**config.mk**
```make
export PLATFORM = sky130hd
export DESIGN_NAME = pc_fetch_ctrl
export DESIGN_NICKNAME = d
export VERILOG_FILES = /design/src/rtl/pc_fetch_ctrl.sv
export SDC_FILE = /design/constraint.sdc
export NUM_CORES = 1
export LEC_CHECK = 0
export ABC_AREA = 0
export CELL_PAD_IN_SITES_DETAIL_PLACEMENT = 0
export CELL_PAD_IN_SITES_GLOBAL_PLACEMENT = 1
export CORE_ASPECT_RATIO = 1.4
export CORE_MARGIN = 1.5
export CORE_UTILIZATION = 34
export DETAILED_ROUTE_END_ITERATION = 6
export GPL_TIMING_DRIVEN = 0
export PLACE_DENSITY = 0.87
export SYNTH_ARGS = -nofsm -noshare
export SYNTH_HDL_FRONTEND = slang
export SYNTH_SLANG_ARGS = --single-unit
```
**constraint.sdc**
```tcl
create_clock -name clk -period 4.39 [get_ports clk]
set_clock_uncertainty 0.15 [all_clocks]
set_input_delay 0.878 -clock clk [delete_from_list [all_inputs] [get_ports clk]]
set_output_delay 0.878 -clock clk [all_outputs]
set_load 0.05 [all_outputs]
```
**src/rtl/pc_fetch_ctrl.sv**
```systemverilog
// pc_fetch_ctrl: fetch sequencer owning the fetch PC, one imem request in
// flight (req/gnt/rvalid), decode-side valid/ready, redirect with kill.
// Ports: clk, rst (sync, active-high); redirect_valid/redirect_pc from
//   PC-next; imem_req/imem_addr/imem_gnt/imem_rvalid/imem_rdata to memory;
//   if_valid/if_instr/if_pc/if_ready to decode; misalign_err sticky flag.
// Option: define MISALIGN_TRAP_EN to trap on misaligned redirect targets
//   (S_TRAP, sticky misalign_err); otherwise targets are forced aligned.
module pc_fetch_ctrl #(
  parameter int                   DATAWIDTH = 32,
  parameter logic [DATAWIDTH-1:0] RESET_PC  = '0
) (
  input  logic                 clk,
  input  logic                 rst,
  input  logic                 redirect_valid,
  input  logic [DATAWIDTH-1:0] redirect_pc,
  output logic                 imem_req,
  output logic [DATAWIDTH-1:0] imem_addr,
  input  logic                 imem_gnt,
  input  logic                 imem_rvalid,
  input  logic [31:0]          imem_rdata,
  output logic                 if_valid,
  output logic [31:0]          if_instr,
  output logic [DATAWIDTH-1:0] if_pc,
  input  logic                 if_ready,
  output logic                 misalign_err
);

  typedef enum logic [2:0] {
    S_IDLE,
    S_REQ,
    S_WAIT,
    S_HOLD
`ifdef MISALIGN_TRAP_EN
    , S_TRAP
`endif
  } state_t;

  state_t               state_q, state_d;
  logic [DATAWIDTH-1:0] fetch_pc_q, fetch_pc_d;
  logic                 kill_q, kill_d;
  logic [31:0]          instr_q, instr_d;
  logic [DATAWIDTH-1:0] ipc_q, ipc_d;
  logic                 redir_en;
  logic [DATAWIDTH-1:0] tgt;

  // Low two bits cleared: word-aligned target.
  assign tgt = redirect_pc & ~(DATAWIDTH'(3));

`ifdef MISALIGN_TRAP_EN
  logic mis_q, mis_d;
  logic mis_tgt;
  assign mis_tgt  = (redirect_pc[1:0] != 2'b00);
  assign redir_en = redirect_valid && (state_q != S_TRAP);
  assign misalign_err = mis_q;
`else
  assign redir_en = redirect_valid;
  assign misalign_err = 1'b0;
`endif

  assign imem_req  = (state_q == S_REQ);
  assign imem_addr = fetch_pc_q;
  assign if_valid  = (state_q == S_HOLD);
  assign if_instr  = instr_q;
  assign if_pc     = ipc_q;

  always_comb begin
    state_d    = state_q;
    fetch_pc_d = fetch_pc_q;
    kill_d     = kill_q;
    instr_d    = instr_q;
    ipc_d      = ipc_q;
`ifdef MISALIGN_TRAP_EN
    mis_d      = mis_q;
`endif

    unique case (state_q)
      S_IDLE: state_d = S_REQ;
      S_REQ: begin
        if (imem_gnt) state_d = S_WAIT;
      end
      S_WAIT: begin
        if (imem_rvalid) begin
          if (kill_q) begin
            kill_d  = 1'b0;
            state_d = S_REQ;
          end else begin
            instr_d    = imem_rdata;
            ipc_d      = fetch_pc_q;
            fetch_pc_d = fetch_pc_q + DATAWIDTH'(4);
            state_d    = S_HOLD;
          end
        end
      end
      S_HOLD: begin
        if (if_ready) state_d = S_REQ;
      end
`ifdef MISALIGN_TRAP_EN
      S_TRAP: state_d = S_TRAP;
`endif
      default: state_d = S_IDLE;
    endcase

    // Redirect overrides the normal flow; the one outstanding
    // response (if any) must be discarded via kill.
    if (redir_en) begin
      fetch_pc_d = tgt;
      unique case (state_q)
        S_REQ: begin
          if (imem_gnt) kill_d = 1'b1;
        end
        S_WAIT: begin
          if (imem_rvalid) begin
            kill_d  = 1'b0;
            instr_d = instr_q;
            ipc_d   = ipc_q;
            state_d = S_REQ;
          end else begin
            kill_d = 1'b1;
          end
        end
        S_HOLD: state_d = S_REQ;
        default: ;
      endcase
`ifdef MISALIGN_TRAP_EN
      if (mis_tgt) begin
        fetch_pc_d = redirect_pc;
        mis_d      = 1'b1;
        kill_d     = 1'b0;
        instr_d    = instr_q;
        ipc_d      = ipc_q;
        state_d    = S_TRAP;
      end
`endif
    end
  end

  always_ff @(posedge clk) begin
    if (rst) begin
      state_q    <= S_IDLE;
      fetch_pc_q <= RESET_PC;
      kill_q     <= 1'b0;
      instr_q    <= '0;
      ipc_q      <= '0;
    end else begin
      state_q    <= state_d;
      fetch_pc_q <= fetch_pc_d;
      kill_q     <= kill_d;
      instr_q    <= instr_d;
      ipc_q      <= ipc_d;
    end
  end

`ifdef MISALIGN_TRAP_EN
  always_ff @(posedge clk) begin
    if (rst) mis_q <= 1'b0;
    else     mis_q <= mis_d;
  end
`endif

endmodule

```
==> results of run 1 <==
[through the flow]
step                area, sq um  std cells  hold WS, ps
finish                     6440        801          342
global route               6440        801          373
CTS                        6440        801          348
detailed placement         6140        785          333
global placement           6140        785          323
floorplan                  4340        474          390
[worst min-delay path, delay by kind of cell, from the launching register on]
family | cells | cell delay (ps)
flip-flops | 1 | 320
AND/OR/NAND/NOR | 1 | 70
multiplexers | 1 | 60
[cell families after synthesis]
group,after synthesis
mux,63
xor+xnor,7
flops,96
other cells,1
fa+ha+maj,1
compound gates,59
simple gates,198
buf+inv,44
[flip-flops by register name, summed over array words and instances (netlist names)]
| signal | count |
|---|---|
| state_q | 3 |
| kill_q | 1 |
| if_instr | 32 |
| if_pc | 30 |
| imem_addr | 30 |
[layer usage]
layer	GRT usage (%)	vias to the layer above
li1	-	2046
met3	3.14	27
met1	23.4	1942
met4	8.14	0
met5	0	-
met2	33.4	172
[report_power, final]
group          total, mW  internal, mW  leakage (nW)  switching [mW]
combinational      0.279         0.122          1.26           0.157
sequential         0.933         0.893         0.782          0.0396
clock              0.781         0.447         0.144           0.334
total               1.99          1.46          2.18           0.530
[area by class of cell]
class	instances	area [sq um]	area share [%]
Tap cell	150	188	2.91
Clock buffer	13	280	4.35
Inverter	8	30.0	0.466
Buffer	36	166	2.58
Multi-Input combinational cell	334	2220	34.5
Timing Repair Buffer	161	1610	25.0
Sequential cell	96	1920	29.8
Clock inverter	3	23.8	0.369
[layout by cell type (no fill, tap or decap), types with 2 or more instances in the layout]
| master | n |
|---|---|
| clkdlybuf4s50_1 | 161 |
| clkbuf_1 | 18 |
| nand3_1 | 16 |
| xnor2_1 | 3 |
| nor3b_1 | 7 |
| nand3b_1 | 3 |
| and4_1 | 9 |
| nor4_1 | 4 |
| o21ai_0 | 6 |
| nand4_1 | 9 |
| or4_1 | 14 |
| o211ai_1 | 4 |
| dfxtp_1 | 96 |
| nor3_1 | 2 |
| inv_1 | 8 |
| a21oi_1 | 6 |
| buf_1 | 3 |
| xor2_1 | 4 |
| o31a_1 | 4 |
| and2_1 | 7 |
| and3_1 | 2 |
| or3_1 | 6 |
| a311oi_1 | 15 |
| a2111oi_0 | 3 |
| clkbuf_16 | 9 |
| nor2_1 | 91 |
| buf_4 | 5 |
| conb_1 | 6 |
| a211oi_1 | 8 |
| nor2b_1 | 5 |
| clkinvlp_4 | 2 |
| mux2i_1 | 63 |
| nand2_1 | 12 |
| clkbuf_8 | 4 |
| o31ai_1 | 10 |
| and4b_1 | 2 |
| buf_2 | 9 |
[final timing paths]
path,endpoint,slack [ps],depth (start not counted)
worst max-delay path,imem_req,1490,2
worst min-delay path,if_instr[9],340,2
worst max register to register,imem_addr[28],2000,5
worst min register to register,if_instr[9],340,2
==> results.sh, run 1 <==
export IMPL_routabilityCongestion=0.810
export IMPL_core_area_sq_mm=0.0124
export IMPL_synth_edf_count=0
export IMPL_slew_headroom_pct=56.6
export IMPL_dp_final_hpwl_microns=9820
export IMPL_crit_fanout=8
export IMPL_worstHoldStart="if_instr[9]"
export IMPL_grt_usage_pct=19.2
export IMPL_arrival_ps=1870
export IMPL_fin_setup_tns_ps=0
export IMPL_finalSetupViolCount=0
export IMPL_h_tree_depth=3
export IMPL_synthArstFlopShare_pct=0
export IMPL_power_mw=1.99
export IMPL_max_freq_mhz=345
export IMPL_slew_violations=0
export IMPL_worst_path_max_delay_cell="clkdlybuf4s50_1"
export IMPL_clkTransAtPathRegs_ps=60
export IMPL_power_per_cell_area_mw_per_mm2=309
export IMPL_ant_nets=0
export IMPL_cts_tree="done"
export IMPL_drtIter0Drc=157
export IMPL_viasPerCell=5.23
export IMPL_cp_top_family="buffers and inverters"
export IMPL_synth_area_leader_cell="dfxtp_1"
export IMPL_synth_xor_area_share_pct=1.42
export IMPL_cp_cell_sequence="nor3b_1, clkdlybuf4s50_1"
export IMPL_grt_overflow_total=0
export IMPL_n_antenna_cell=0
export IMPL_grt_first_pass_wirelength_microns=20900
export IMPL_rsz0062_at_grt="no"
export IMPL_avgSynthCellArea_sq_um=9.21
export IMPL_cts_hold_buf=0
export IMPL_num_vias=4187
export IMPL_min_path_type="reg2reg"
export IMPL_required_ps=3360
export IMPL_ios=169
export IMPL_end_kind="output pin"
export IMPL_critPathBufInv=1
export IMPL_maxCapViolCount=0
export IMPL_drc_errors=0
export IMPL_synth_fa_ha_area_share_pct=0.290
export IMPL_fin_crit_sh_pct=66.0
export IMPL_leakage_nw=2.18
export IMPL_final_nets=717
export IMPL_dieHeight_microns=136
export IMPL_ir_worst_vdd_v=0.000147
export IMPL_yosys_area_share_simple_pct=24.4
export IMPL_yosysWarnings=0
export IMPL_wl_per_cell_microns=16.4
export IMPL_wirelength_microns=13100
export IMPL_finalCriticalPeriod_ps=2900
export IMPL_grt_max_degree=16
export IMPL_ys_types=47
export IMPL_max_stage_delay_ps=850
export IMPL_cp_start_kind="flip-flop"
export IMPL_cts_made_buffers=9
export IMPL_synth_most_common_cell="dfxtp_1"
export IMPL_path_class="reg2out"
export IMPL_drt_met1_wl_microns=5500
export IMPL_dieArea_sq_mm=0.0134
export IMPL_status="finished, final reports clean"
export IMPL_die_w_microns=98.3
export IMPL_first_pass_iters=4
export IMPL_cts_resized=0
export IMPL_synth_commonest_cells="96 x dfxtp_1, 91 x nor2_1, 63 x mux2i_1, 18 x clkbuf_1, 16 x nand3_1"
export IMPL_wl_met2_microns=6570
export IMPL_synth_top_family_by_area="simple AND/OR/NAND/NOR gates"
export IMPL_cts_sinks=96
export IMPL_ys_seq_area_share_pct=44.5
export IMPL_finalHoldViolations=0
export IMPL_synthFlopType="dfxtp_1"
export IMPL_numPortBuffers=161
export IMPL_num_rows=48
export IMPL_synth_top_area_share_pct=44.5
export IMPL_root_buffer="clkbuf_16"
export IMPL_synth_seq_cells=96
export IMPL_synthesis_instances=469
export IMPL_worst_skew_pair_late_latency_ps=340
export IMPL_synth_area_top_cells="dfxtp_1 44%, mux2i_1 15%, nor2_1 7.9%"
export IMPL_antenna_found_initial=0
export IMPL_clockBufferDepth=2
export IMPL_critPathLaunch="state_q[0]"
export IMPL_final_setup_worst_slack_ps=1490
export IMPL_fin_util_pct=52.1
export IMPL_top_layer="met4"
export IMPL_nFillCells=1161
export IMPL_grt_pass1_vias=4210
export IMPL_drive_gt1_share_pct=5.68
export IMPL_met3RoutedLength_microns=746
export IMPL_start_util_pct=34.9
export IMPL_synth_compound_area_share_pct=10.2
export IMPL_syn_area_sq_mm=0.00432
export IMPL_worstMarginPinSlew_ps=651
export IMPL_post_place_ws_ps=1180
export IMPL_muxShareOfSynthArea_pct=14.6
export IMPL_layout_area_overhead_vs_synth_pct=49.1
export IMPL_r2r_start="imem_addr[2]"
export IMPL_cts_setup_buffers=0
(Power assumes the default switching activity.)
==> run 2, diff against run 1 <==
--- a/config.mk
+++ b/config.mk
@@ -10,10 +10,10 @@
 export CELL_PAD_IN_SITES_GLOBAL_PLACEMENT = 1
 export CORE_ASPECT_RATIO = 1.4
 export CORE_MARGIN = 1.5
-export CORE_UTILIZATION = 34
+export CORE_UTILIZATION = 32
 export DETAILED_ROUTE_END_ITERATION = 6
 export GPL_TIMING_DRIVEN = 0
-export PLACE_DENSITY = 0.87
+export PLACE_DENSITY = 0.82
 export SYNTH_ARGS = -nofsm -noshare
 export SYNTH_HDL_FRONTEND = slang
 export SYNTH_SLANG_ARGS = --single-unit
==> constraint.sdc (replaced) <==
create_clock -name clk -period 2.84 [get_ports clk]
set_clock_uncertainty 0.15 [all_clocks]
set_input_delay 0.568 -clock clk [delete_from_list [all_inputs] [get_ports clk]]
set_output_delay 0.568 -clock clk [all_outputs]
set_load 0.05 [all_outputs]
==> results.sh, run 2 (synthesized netlist as in run 1, its figures left out) <==
export IMPL_most_common_layout_cells="161 x clkdlybuf4s50_1, 96 x dfxtp_1, 91 x nor2_1"
export IMPL_drc_errors=0
export IMPL_min_path_type="reg2reg"
export IMPL_root_buffer="clkbuf_16"
export IMPL_dieArea_sq_mm=0.0142
export IMPL_final_common_cell="clkdlybuf4s50_1"
export IMPL_clockBufferDepth=2
export IMPL_num_rows=50
export IMPL_critPathLaunch="state_q[0]"
export IMPL_status="finished, final reports clean"
export IMPL_drtIter0Drc=162
export IMPL_clkTransAtPathRegs_ps=60
export IMPL_slew_headroom_pct=56.0
export IMPL_grt_first_pass_wirelength_microns=20600
export IMPL_final_cells=833
export IMPL_num_vias=4198
export IMPL_worstMarginPinSlew_ps=660
export IMPL_post_place_ws_ps=-33.4
export IMPL_grt_usage_pct=18.5
export IMPL_cts_tree="done"
export IMPL_worst_skew_pair_late_latency_ps=340
export IMPL_final_nets=717
export IMPL_grt_pass1_vias=4119
export IMPL_nFillCells=1324
export IMPL_antenna_found_initial=0
export IMPL_slew_violations=0
export IMPL_worstHoldStart="if_pc[31]"
export IMPL_reg2reg_depth=5
export IMPL_rsz0062_at_grt="no"
export IMPL_wl_per_cell_microns=16.0
export IMPL_maxCapViolCount=0
export IMPL_path_class="reg2out"
export IMPL_finalInstanceArea_sq_mm=0.00649
export IMPL_grt_overflow_total=0
export IMPL_final_setup_worst_slack_ps=253
export IMPL_leakage_nw=2.19
export IMPL_hold_depth=2
export IMPL_power_per_cell_area_mw_per_mm2=483
export IMPL_drive_gt1_share_pct=5.53
export IMPL_placed_cell_area_sq_mm=0.00618
export IMPL_cts_hold_buf=0
export IMPL_cts_sinks=96
export IMPL_end_kind="output pin"
export IMPL_cts_setup_buffers=0
export IMPL_finalSetupViolCount=0
export IMPL_grt_max_degree=16
export IMPL_viasPerCell=5.04
export IMPL_finalCriticalPeriod_ps=2590
export IMPL_first_pass_iters=4
export IMPL_finalHoldViolations=0
export IMPL_max_freq_mhz=386
export IMPL_wirelength_microns=13300
export IMPL_n_antenna_cell=0
export IMPL_routabilityCongestion=0.836
export IMPL_ios=169
export IMPL_cp_start_kind="flip-flop"
export IMPL_layout_area_overhead_vs_synth_pct=50.1
export IMPL_dieHeight_microns=141
export IMPL_arrival_ps=1870
export IMPL_dp_final_hpwl_microns=9960
export IMPL_dp_cells=817
export IMPL_r2r_start="imem_addr[2]"
export IMPL_cts_made_buffers=9
export IMPL_ir_worst_vdd_v=0.000277
export IMPL_start_util_pct=32.6
export IMPL_die_w_microns=101
export IMPL_numPortBuffers=161
export IMPL_cts_resized=0
export IMPL_ant_nets=0
export IMPL_fin_setup_tns_ps=0
export IMPL_crit_fanout=8
export IMPL_fin_crit_sh_pct=91.1
export IMPL_core_area_sq_mm=0.0133
export IMPL_largest_reg_flops=32
export IMPL_required_ps=2120
export IMPL_h_tree_depth=3
[run 2: cell types whose count changed in the layout (fill, tap and decap cells not counted), sizes merged]
cell,delta
clkinv,+2
clkinvlp,-2
bufinv,+1
clkbuf,-1
[run 2: per-layer routing]
layer  global-route usage, %  routed length (microns)
met5                       0                        0
met3                    4.19                      845
met1                    21.6                     5490
met2                    32.3                     6760
met4                    7.38                      189
[run 2: area by class of cell]
cell class	instances	area (sq um)	area share, %
clock buffers	12	256	3.95
repair buffers	161	1610	24.8
flip-flops and latches	96	1920	29.6
clock inverters	4	52.6	0.810
inverters	8	30.0	0.463
multi-input cells	334	2220	34.2
plain buffers	36	166	2.56
well taps	182	228	3.51
[run 2: worst paths after layout]
path | endpoint | slack (ps)
hold reg to reg | if_pc[31] | 340
hold / removal | if_pc[31] | 340
setup / recovery | imem_req | 250
setup reg to reg | imem_addr[30] | 490
[run 2: per-stage QoR]
step	power, mW	util, %	hold slack, ps
6_report	3.13	48.9	341
5_1_grt	3.24	48.9	362
4_1_cts	3.16	48.9	347
3_5_place_dp	1.90	46.6	330
3_3_place_gp	1.90	46.6	324
2_1_floorplan	1.69	-	390
[run 2: power breakdown]
part,internal [mW],switching (mW)
clock network,0.733,0.529
logic,0.188,0.241
registers,1.38,0.0618
[run 2: critical path, stage by stage, from the launching register on]
cell and delay (ps):
dfxtp_1 460, nor3b_1 210, clkdlybuf4s50_1 860
==> run 3, diff against run 2 <==
--- a/config.mk
+++ b/config.mk
@@ -6,6 +6,7 @@
 export NUM_CORES = 1
 export LEC_CHECK = 0
 export ABC_AREA = 0
+export CAP_MARGIN = 20
 export CELL_PAD_IN_SITES_DETAIL_PLACEMENT = 0
 export CELL_PAD_IN_SITES_GLOBAL_PLACEMENT = 1
 export CORE_ASPECT_RATIO = 1.4
==> results of run 3 <==
Final layout, timing and power as in run 2 (identical DEF).
